**src/rtl/dna_pkg.sv**
```systemverilog
// Shared definitions for the DNA streaming stages: nucleotide codes, the
// streamer state encoding and the bases-per-word derivation.
package dna_pkg;

  localparam logic [1:0] BASE_A = 2'b00;
  localparam logic [1:0] BASE_C = 2'b01;
  localparam logic [1:0] BASE_G = 2'b10;
  localparam logic [1:0] BASE_T = 2'b11;

  typedef enum logic [1:0] {
    IDLE   = 2'd0,
    FETCH  = 2'd1,
    STREAM = 2'd2,
    DONE   = 2'd3
  } state_t;

  // Two bits per nucleotide, packed big-endian inside a memory word.
  function automatic int bases_per_word(input int data_width);
    return data_width / 2;
  endfunction

endpackage

```
**src/rtl/base_word_unpacker.sv**
```systemverilog
// Current-word shift register: presents the oldest base in the top two bits and
// counts how many valid bases of the loaded word remain.
module base_word_unpacker
  import dna_pkg::*;
#(
  parameter int DATA_WIDTH = 32,
  parameter int CNT_W      = $clog2(bases_per_word(DATA_WIDTH) + 1)
) (
  input  logic                  clk,
  input  logic                  rst_n,
  input  logic                  load,
  input  logic [DATA_WIDTH-1:0] load_word,
  input  logic [CNT_W-1:0]      load_count,
  input  logic                  shift,
  output logic [1:0]            base,
  output logic                  word_empty,
  output logic                  word_last
);

  logic [DATA_WIDTH-1:0] word_reg;
  logic [CNT_W-1:0]      count_reg;
  logic                  empty_reg;

  // A load wins over a shift so a refill can land on the edge the old word drains.
  always_ff @(posedge clk) begin
    if (!rst_n) begin
      word_reg  <= '0;
      count_reg <= '0;
      empty_reg <= 1'b1;
    end else if (load) begin
      word_reg  <= load_word;
      count_reg <= load_count;
      empty_reg <= (load_count == '0);
    end else if (shift && !empty_reg) begin
      word_reg  <= word_reg << 2;
      count_reg <= count_reg - CNT_W'(1);
      empty_reg <= (count_reg == CNT_W'(1));
    end
  end

  assign base       = word_reg[DATA_WIDTH-1 -: 2];
  assign word_empty = empty_reg;
  assign word_last  = (count_reg == CNT_W'(1));

endmodule

```
**src/rtl/ref_base_streamer.sv**
```systemverilog
// Reads a run of packed reference words and streams them one nucleotide per
// cycle; a one-word prefetch buffer covers the memory's registered read.
module ref_base_streamer
  import dna_pkg::*;
#(
  parameter int ADDR_WIDTH = 32,
  parameter int DATA_WIDTH = 32,
  parameter int LEN_WIDTH  = 16
) (
  input  logic                  clk,
  input  logic                  rst_n,
  input  logic                  start,
  input  logic [ADDR_WIDTH-1:0] base_addr,
  input  logic [LEN_WIDTH-1:0]  num_bases,
  output logic                  busy,
  output logic                  done,
  output logic [ADDR_WIDTH-1:0] mem_addr,
  input  logic [DATA_WIDTH-1:0] mem_dout,
  output logic                  base_valid,
  input  logic                  base_ready,
  output logic [1:0]            base_data,
  output logic                  base_last
);

  localparam int BPW   = bases_per_word(DATA_WIDTH);
  localparam int CNT_W = $clog2(BPW + 1);
  localparam logic [LEN_WIDTH-1:0]  BPW_LEN   = LEN_WIDTH'(BPW);
  localparam logic [LEN_WIDTH:0]    BPW_WRD   = (LEN_WIDTH + 1)'(BPW);
  localparam logic [LEN_WIDTH:0]    BPW_M1    = (LEN_WIDTH + 1)'(BPW - 1);
  localparam logic [ADDR_WIDTH-1:0] ADDR_STEP = ADDR_WIDTH'(DATA_WIDTH / 8);

  state_t                state_reg;
  logic                  busy_reg, done_reg, last_reg;
  logic [ADDR_WIDTH-1:0] mem_addr_reg;
  logic                  rd_s1_reg, rd_s2_reg;
  logic [DATA_WIDTH-1:0] pref_reg;
  logic                  pref_valid_reg;
  logic [LEN_WIDTH:0]    words_left_reg;
  logic [LEN_WIDTH-1:0]  load_left_reg, job_left_reg;

  logic                  word_empty, word_last;
  logic [1:0]            unp_base;
  logic                  hs, cur_free, load_from_pref, load_from_mem, unp_load;
  logic                  pref_fill, pref_valid_next, issue;
  logic [CNT_W-1:0]      load_count;
  logic [DATA_WIDTH-1:0] load_word;
  logic [LEN_WIDTH:0]    num_words;
  logic [1:0]            occupancy;

  // Words held or in flight (current, prefetch, read pipeline) never exceed two,
  // so an arriving word always has somewhere to land.
  always_comb begin
    hs              = !word_empty && base_ready;
    cur_free        = word_empty || (hs && word_last);
    load_from_pref  = cur_free && pref_valid_reg;
    load_from_mem   = cur_free && !pref_valid_reg && rd_s2_reg;
    unp_load        = load_from_pref || load_from_mem;
    load_word       = load_from_pref ? pref_reg : mem_dout;
    load_count      = (load_left_reg >= BPW_LEN) ? CNT_W'(BPW) : CNT_W'(load_left_reg);
    pref_fill       = rd_s2_reg && !load_from_mem;
    pref_valid_next = pref_fill || (pref_valid_reg && !load_from_pref);
    occupancy       = {1'b0, (!cur_free || unp_load)} + {1'b0, pref_valid_next} + {1'b0, rd_s1_reg};
    issue           = busy_reg && (words_left_reg != '0) && (occupancy < 2'd2);
    num_words       = ({1'b0, num_bases} + BPW_M1) / BPW_WRD;
  end

  base_word_unpacker #(
    .DATA_WIDTH (DATA_WIDTH),
    .CNT_W      (CNT_W)
  ) u_unpacker (
    .clk        (clk),
    .rst_n      (rst_n),
    .load       (unp_load),
    .load_word  (load_word),
    .load_count (load_count),
    .shift      (hs),
    .base       (unp_base),
    .word_empty (word_empty),
    .word_last  (word_last)
  );

  always_ff @(posedge clk) begin
    if (!rst_n) begin
      state_reg      <= IDLE;
      busy_reg       <= 1'b0;
      done_reg       <= 1'b0;
      last_reg       <= 1'b0;
      mem_addr_reg   <= '0;
      rd_s1_reg      <= 1'b0;
      rd_s2_reg      <= 1'b0;
      pref_reg       <= '0;
      pref_valid_reg <= 1'b0;
      words_left_reg <= '0;
      load_left_reg  <= '0;
      job_left_reg   <= '0;
    end else begin
      done_reg       <= 1'b0;
      rd_s1_reg      <= issue;
      rd_s2_reg      <= rd_s1_reg;
      pref_valid_reg <= pref_valid_next;
      if (pref_fill) pref_reg <= mem_dout;
      if (issue) begin
        mem_addr_reg   <= mem_addr_reg + ADDR_STEP;
        words_left_reg <= words_left_reg - (LEN_WIDTH + 1)'(1);
      end
      if (unp_load) load_left_reg <= load_left_reg - LEN_WIDTH'(load_count);
      if (hs) begin
        job_left_reg <= job_left_reg - LEN_WIDTH'(1);
        last_reg     <= (job_left_reg == LEN_WIDTH'(2));
      end

      case (state_reg)
        IDLE, DONE: begin
          state_reg <= IDLE;
          if (start) begin
            if (num_bases == '0) begin
              state_reg <= DONE;
              done_reg  <= 1'b1;
            end else begin
              state_reg      <= FETCH;
              busy_reg       <= 1'b1;
              mem_addr_reg   <= base_addr;
              rd_s1_reg      <= 1'b1;
              words_left_reg <= num_words - (LEN_WIDTH + 1)'(1);
              load_left_reg  <= num_bases;
              job_left_reg   <= num_bases;
              last_reg       <= (num_bases == LEN_WIDTH'(1));
            end
          end
        end
        FETCH: if (load_from_mem) state_reg <= STREAM;
        STREAM: begin
          if (hs && last_reg) begin
            state_reg <= DONE;
            busy_reg  <= 1'b0;
            done_reg  <= 1'b1;
          end
        end
        default: state_reg <= IDLE;
      endcase
    end
  end

  assign busy       = busy_reg;
  assign done       = done_reg;
  assign mem_addr   = mem_addr_reg;
  assign base_valid = !word_empty;
  assign base_data  = unp_base;
  assign base_last  = last_reg;

endmodule

```
**config.mk**
```make
export PLATFORM = sky130hd
export DESIGN_NAME = ref_base_streamer
export DESIGN_NICKNAME = d
export VERILOG_FILES = /design/src/rtl/dna_pkg.sv /design/src/rtl/base_word_unpacker.sv /design/src/rtl/ref_base_streamer.sv
export SDC_FILE = /design/constraint.sdc
export NUM_CORES = 1
export LEC_CHECK = 0
export ABC_AREA = 1
export BUFFER_PORTS_ARGS = -buffer_cell sky130_fd_sc_hd__buf_2
export CELL_PAD_IN_SITES_DETAIL_PLACEMENT = 0
export CELL_PAD_IN_SITES_GLOBAL_PLACEMENT = 1
export CORE_MARGIN = 2
export CORE_UTILIZATION = 45
export CTS_CLUSTER_SIZE = 14
export DETAILED_ROUTE_END_ITERATION = 8
export GPL_TIMING_DRIVEN = 1
export HOLD_SLACK_MARGIN = 0.12
export PLACE_DENSITY = 0.89
export SKIP_CTS_REPAIR_TIMING = 1
export SLEW_MARGIN = 20
export SYNTH_ARGS = -nofsm -noshare
export SYNTH_HDL_FRONTEND = slang
export SYNTH_HIERARCHICAL = 1
export SYNTH_SLANG_ARGS = --single-unit
```
**constraint.sdc**
```tcl
create_clock -name clk -period 4.2 [get_ports clk]
set_clock_uncertainty 0.05 [all_clocks]
set_input_delay 0.84 -clock clk [delete_from_list [all_inputs] [get_ports clk]]
set_output_delay 0.84 -clock clk [all_outputs]
set_load 0.01 [all_outputs]
```
* Word-level counts from Yosys, hierarchy flattened *
Index checks and enable logic that the tools add are counted.

storage, ports and cells
  flip-flop bits (word level) = 159
  bits of input ports = 84
  output and inout bits = 38
  logic and storage cells = 109

cells by class
  add/sub/neg operators = 9
  magnitude comparators = 2
  equality and inequality tests = 10
  multiplexer cells = 44
  reductions and logical operators = 29

operator list
  kind                     number
  $mux W32                 7
  $mux W16                 8
  $mux W17                 4
  $add A32 B3 Y32 const B  1
  $add A16 B4 Y17 const B  1
  $reduce_bool A17 Y1      1
  $sub A17 B1 Y17 const B  1
  $eq A16 B1 Y1 const B    1
  $eq A16 B2 Y1 const B    1
  $ge A16 B5 Y1 const B    1
  $logic_not A16 Y1        1
  $sub A16 B1 Y16 const B  1
  $sub A16 B5 Y16          1
  $mux W1                  15
  $mux W5                  3
  $sub A13 B1 Y14 const B  1
  $logic_and A1 B1 Y1      11
  $mux W2                  4
  $ne A2 B2 Y1 const B     4
  $pmux W2 S3              1
  $eq A5 B1 Y1 const B     1
  $logic_not A1 Y1         5
  $logic_not A5 Y1         1
  $sub A5 B1 Y5 const B    1
  other kinds (12)         18

* Logic depth before layout (Yosys ltp) *
  depth in word-level cells = 17
  depth in mapped cells = 19
  gate-level depth less buffers = 18

* By module *
Netlist, hierarchy kept.

by module, submodules not included
  module              times used  cells each  area each (µm²)  seq. area each (µm²)
  ref_base_streamer   1           1,175       7,828.8          2,422.3
  base_word_unpacker  1           233         1,775.5          760.7

* Worst setup path before layout *
No wires, ideal clock.

  path type = input-to-reg
  from = input base_ready
  to = register words_left_reg[2]
  setup time = 0.116 ns
  arrival time = 2.255 ns
  data required time = 4.034 ns
  setup slack = 1.779 ns
  cell stages on the path = 13
  buffers on the path = 2
  cells stage by stage = nand2_1 -> nand2_4 -> o21ai_2 -> nand2_1 -> ha_1 -> nand2_1 -> and3_1 -> buf_6 -> buf_6 -> a21oi_1 -> nand2_1 -> o211ai_1 -> inv_1

between the ends
  word-level cells in the longest chain between the ends = 16
  elaborated cells between the ends (all ways) = 22
  those cells by class = 2 x add/sub; 1 x order compare; 4 x mux; 15 x reduce/logical

ends and longest elaborated chain
  element                           line                      RTL
  start, declared                   ref_base_streamer.sv:20   input logic base_ready,
  $logic_and A1 B1 Y1 (*)           ref_base_streamer.sv:53   hs = !word_empty && base_ready;
  $logic_and A1 B1 Y1 (*)           ref_base_streamer.sv:54   cur_free = word_empty || (hs && word_last);
  $logic_or A1 B1 Y1 (*)            ref_base_streamer.sv:54
  $logic_and A1 B1 Y1 (2 in a row)  ref_base_streamer.sv:56   load_from_mem = cur_free && !pref_valid_reg && rd_s2_reg;
  $logic_not A1 Y1                  ref_base_streamer.sv:60   pref_fill = rd_s2_reg && !load_from_mem;
  $logic_and A1 B1 Y1               ref_base_streamer.sv:60
  $logic_or A1 B1 Y1                ref_base_streamer.sv:61   pref_valid_next = pref_fill || (pref_valid_reg && !load_from_pref);
  $add A1 B1 Y2 (*)                 ref_base_streamer.sv:62   occupancy = {1'b0, (!cur_free || unp_load)} + {1'b0, pref_valid_next} + {1'b0, rd_s1_reg};
  $add A2 B1 Y2 (*)                 ref_base_streamer.sv:62
  $lt A2 B2 Y1 (*)                  ref_base_streamer.sv:63   issue = busy_reg && (words_left_reg != '0) && (occupancy < 2'd2);
  $logic_and A1 B1 Y1 (*)           ref_base_streamer.sv:63
  $mux W17 (*)                      ref_base_streamer.sv:102  if (issue) begin
  $mux W17                          ref_base_streamer.sv:116  if (num_bases == '0) begin
  $mux W17                          ref_base_streamer.sv:115  if (start) begin
  $mux W17 (*)                      ref_base_streamer.sv:112  case (state_reg)
  end signal, assigned              ref_base_streamer.sv:104  words_left_reg <= words_left_reg - (LEN_WIDTH + 1)'(1);
  end signal, assigned              ref_base_streamer.sv:124  words_left_reg <= num_words - (LEN_WIDTH + 1)'(1);
  end, declared                     ref_base_streamer.sv:38   logic [LEN_WIDTH:0] words_left_reg;

Every way passes the cells marked *; elsewhere a longest branch is shown, timed or not.
A chain may end at the register's enable or synchronous reset.

* Worst setup path after layout *
  from = register u_unpacker.count_reg[1]
  to = register words_left_reg[3]

between the ends
  word-level cells in the longest chain between the ends = 16
  elaborated cells between the ends (all ways) = 22
  those cells by class = 2 x add/sub; 1 x order compare; 1 x eq/ne; 4 x mux; 14 x reduce/logical

ends and longest elaborated chain
  element                           line                      RTL
  start, declared                   base_word_unpacker.sv:21  logic [CNT_W-1:0] count_reg;
  start signal, assigned            base_word_unpacker.sv:32  count_reg <= load_count;
  start signal, assigned            base_word_unpacker.sv:36  count_reg <= count_reg - CNT_W'(1);
  $eq A5 B1 Y1 (*)                  base_word_unpacker.sv:43  assign word_last = (count_reg == CNT_W'(1));
  net word_last                     ref_base_streamer.sv:41   logic word_empty, word_last;
  $logic_and A1 B1 Y1 (*)           ref_base_streamer.sv:54
  $logic_or A1 B1 Y1 (*)            ref_base_streamer.sv:54
  $logic_and A1 B1 Y1 (2 in a row)  ref_base_streamer.sv:56
  $logic_not A1 Y1                  ref_base_streamer.sv:60
  $logic_and A1 B1 Y1               ref_base_streamer.sv:60
  $logic_or A1 B1 Y1                ref_base_streamer.sv:61
  $add A1 B1 Y2 (*)                 ref_base_streamer.sv:62
  $add A2 B1 Y2 (*)                 ref_base_streamer.sv:62
  $lt A2 B2 Y1 (*)                  ref_base_streamer.sv:63
  $logic_and A1 B1 Y1 (*)           ref_base_streamer.sv:63
  $mux W17 (*)                      ref_base_streamer.sv:102
  $mux W17                          ref_base_streamer.sv:116
  $mux W17                          ref_base_streamer.sv:115
  $mux W17 (*)                      ref_base_streamer.sv:112

Mark *: on every way through the listed nets, which the timed path passes. The rest lies on a longest branch.

==> flow_metrics.py <==
metrics = {
    "place": {
        "io_buffers": 121,
        "dp_hpwl_microns": 17800,
        "place_area_sq_mm": 0.0102,
        "place_inst": 1752,
        "finalWeightedCongestion": 0.885,
    },
    "sta": {
        "hold_viol_final": 0,
        "fmaxAchievable_mhz": 329,
        "fin_crit_ns": 3.04,
        "slew_viol_final": 0,
        "period_share_pct": 72.3,
        "slew_headroom_pct": 35.8,
        "tightestPinTransition_ns": 0.957,
        "finalSetupTns_ns": 0,
        "setup_viol": 0,
        "rsz0062_at_grt": "no",
    },
    "global_route": {
        "grt_first_pass_wirelength_microns": 41200,
        "overflow": 0,
        "antenna_found_initial": 0,
        "grt_use_total_pct": 22.2,
        "grt_pass1_vias": 8595,
        "grt_max_degree": 46,
    },
    "yosys": {
        "synth.top_cell.area_share_pct": 33.1,
        "synthTopCellsByArea": "dfxtp_1 33%, nand2_1 13%, nor2_1 6.8%",
        "synth-edff-count": 0,
        "yosys_warnings": 6,
        "synth_area_sq_mm": 0.00960,
        "synth.largest_area_cell": "dfxtp_1",
        "synthTopCellsByCount": "328 x nand2_1, 175 x nor2_1, 159 x dfxtp_1, 153 x inv_1, 93 x nand3_1",
        "yosysSeqAreaShare_pct": 33.1,
        "synth_seq_cells": 159,
        "synthesis.area_per_instance_sq_um": 6.82,
        "ys.flop_type": "dfxtp_1",
        "synth_cells": 1408,
        "syn-num-nets": 1503,
        "async_flop_share_pct": 0,
        "ys_types": 57,
        "yosysMostFrequentCell": "nand2_1",
    },
    "clocking": {
        "htreeDepth": 4,
        "cts_tree": "built",
        "cts.clk_slew.worst_paths_ns": 0.07,
        "clock-sinks": 159,
        "cts.path.max_buffers": 2,
        "clkLatencyLatePin_ns": 0.42,
        "cts_buffers": 17,
        "cts-root-buf": "clkbuf_16",
    },
    "job": {
        "maxCapViolations": 0,
    },
    "final_layout": {
        "nets": 1591,
        "final_cell_area_sq_mm": 0.0108,
        "antenna_cells": 0,
        "final_core_util_pct": 51.7,
        "syn_to_final_growth_pct": 12.9,
        "fin_cells": 1784,
        "drive_gt1_share_pct": 17.8,
    },
    "detailed_routing": {
        "wirelength_microns": 24800,
        "post_drt_wl_per_cell_microns": 13.9,
        "viasPerCell": 5.14,
        "num_vias": 9178,
        "drc_errors": 0,
        "postRouteAntennaNets": 0,
        "initialDrtViolationCount": 479,
        "dr.pass1.iters": 5,
    },
    "setup_path": {
        "worstPathArrival_ns": 3.35,
        "crit_required_ns": 4.51,
        "path_class": "reg2reg",
        "end_kind": "flop",
        "crit_path_frequent_cell": "nor2_1",
        "crit_chain": "inv_1 -> ha_1 -> nand2_1 -> nor2_1 -> nand2_1 -> nand2_4 -> o21ai_2 -> nand2_1 -> ha_1 -> nor2_1 -> a21boi_2 -> nand2_2 -> nor2_1 -> xor2_1 -> nor2_1 -> nor2_1",
        "crit_path_max_fanout": 43,
        "critPathLaunchType": "flop",
        "crit_slowest_cell": "nand2_2",
        "max_stage_delay_ns": 0.51,
    },
    "pwr": {
        "p_per_area_mw_per_mm2": 586,
        "leakagePower_nw": 4.85,
        "power_mw": 6.36,
        "irDropWorstVdd_mv": 0.365,
    },
    "floorplanning": {
        "initial_core_util_pct": 45.8,
        "fp.dieH_microns": 150,
        "die_area_sq_mm": 0.0225,
        "placement_rows": 53,
        "pin_count": 122,
        "fp.coreArea_sq_mm": 0.0210,
        "die_width_microns": 150,
    },
    "min_path": {
        "hold_path_class": "reg2reg",
    },
    "outcome": {
        "status": "finished clean",
    },
}
## final cells by class
class / count / area, sq um
well taps: 275 / 344
repair buffers: 129 / 666
flip-flops and latches: 159 / 3180
multi-input cells: 1027 / 5420
clock inverters: 15 / 190
clock buffers: 17 / 425
inverters: 162 / 613
fillers: 2161 / 10100
## final timing paths
path                      startpoint           endpoint  slack (ns)  depth (start not counted)
min reg2reg                rd_s1_reg          rd_s2_reg        0.40                          2
max reg2reg  u_unpacker/count_reg[1]  words_left_reg[3]        1.16                         16
min                        rd_s1_reg          rd_s2_reg        0.40                          2
max          u_unpacker/count_reg[1]  words_left_reg[3]        1.16                         16
## kinds of logic after synthesis
logic type,after synthesis,share of synthesized area [%]
AO/OA/AOI/OAI,230,14.5
XOR/XNOR,42,3.83
adder cells (fa/ha/maj),11,1.43
buffers and inverters,222,10.4
flip-flops,159,33.1
multiplexers,32,3.75
other,1,0.0390
AND/OR/NAND/NOR,711,32.9
## through the flow
step	hold slack, ns	setup WS, ns
floorplan	0.370	1.78
global placement	0.388	0.969
detailed placement	0.386	0.913
CTS	0.396	1.15
global route	0.427	0.829
finish	0.396	1.16
## critical path: cells and delay by family, from the launching register on
family	cells	cell delay, ns
AND/OR/NAND/NOR	10	1.54
AO/OA/AOI/OAI	2	0.39
adder cells (fa/ha/maj)	2	0.38
flip-flops	1	0.36
XOR/XNOR	1	0.18
buffers and inverters	1	0.07
## routing by layer
| layer | part of all wire [%] | GRT usage (%) | vias to the layer above |
|---|---|---|---|
| li1 | - | - | 4784 |
| met1 | 49 | 30.8 | 4185 |
| met2 | 45 | 36.0 | 185 |
| met3 | 4.4 | 3.24 | 24 |
| met4 | 1.6 | 5.94 | 0 |
| met5 | 0 | 0 | - |
## cells in the final DEF, fill, tap and decap left out, types with 3 or more instances in the layout
master / instances
inv_6: 4
o21bai_1: 4
inv_1: 152
xor2_1: 27
o21ai_1: 20
o211ai_2: 5
nand3b_1: 5
dfxtp_1: 159
nor2_1: 175
nand2_2: 19
nor4_1: 5
a21oi_1: 49
nand2_1: 328
a31oi_1: 35
or2_2: 7
ha_1: 11
nand4_1: 21
nor2_2: 9
mux2_2: 32
nand3_1: 93
nand2_4: 7
inv_8: 3
clkbuf_16: 17
inv_2: 7
o21ai_2: 3
buf_2: 121
nor2_4: 5
nand3_2: 3
buf_4: 8
o31ai_1: 4
clkinv_8: 6
xnor2_1: 15
o21ai_0: 66
nor3_1: 25
o211ai_1: 29
a22oi_1: 4
## power by group
part           internal, mW  leakage (nW)  total, mW  switching (mW)
clock                 0.813         0.294       1.58           0.764
combinational         0.914          3.26       2.53            1.62
sequential             1.88          1.30       2.25           0.375
Note: power is estimated with default switching activity, not from simulation.
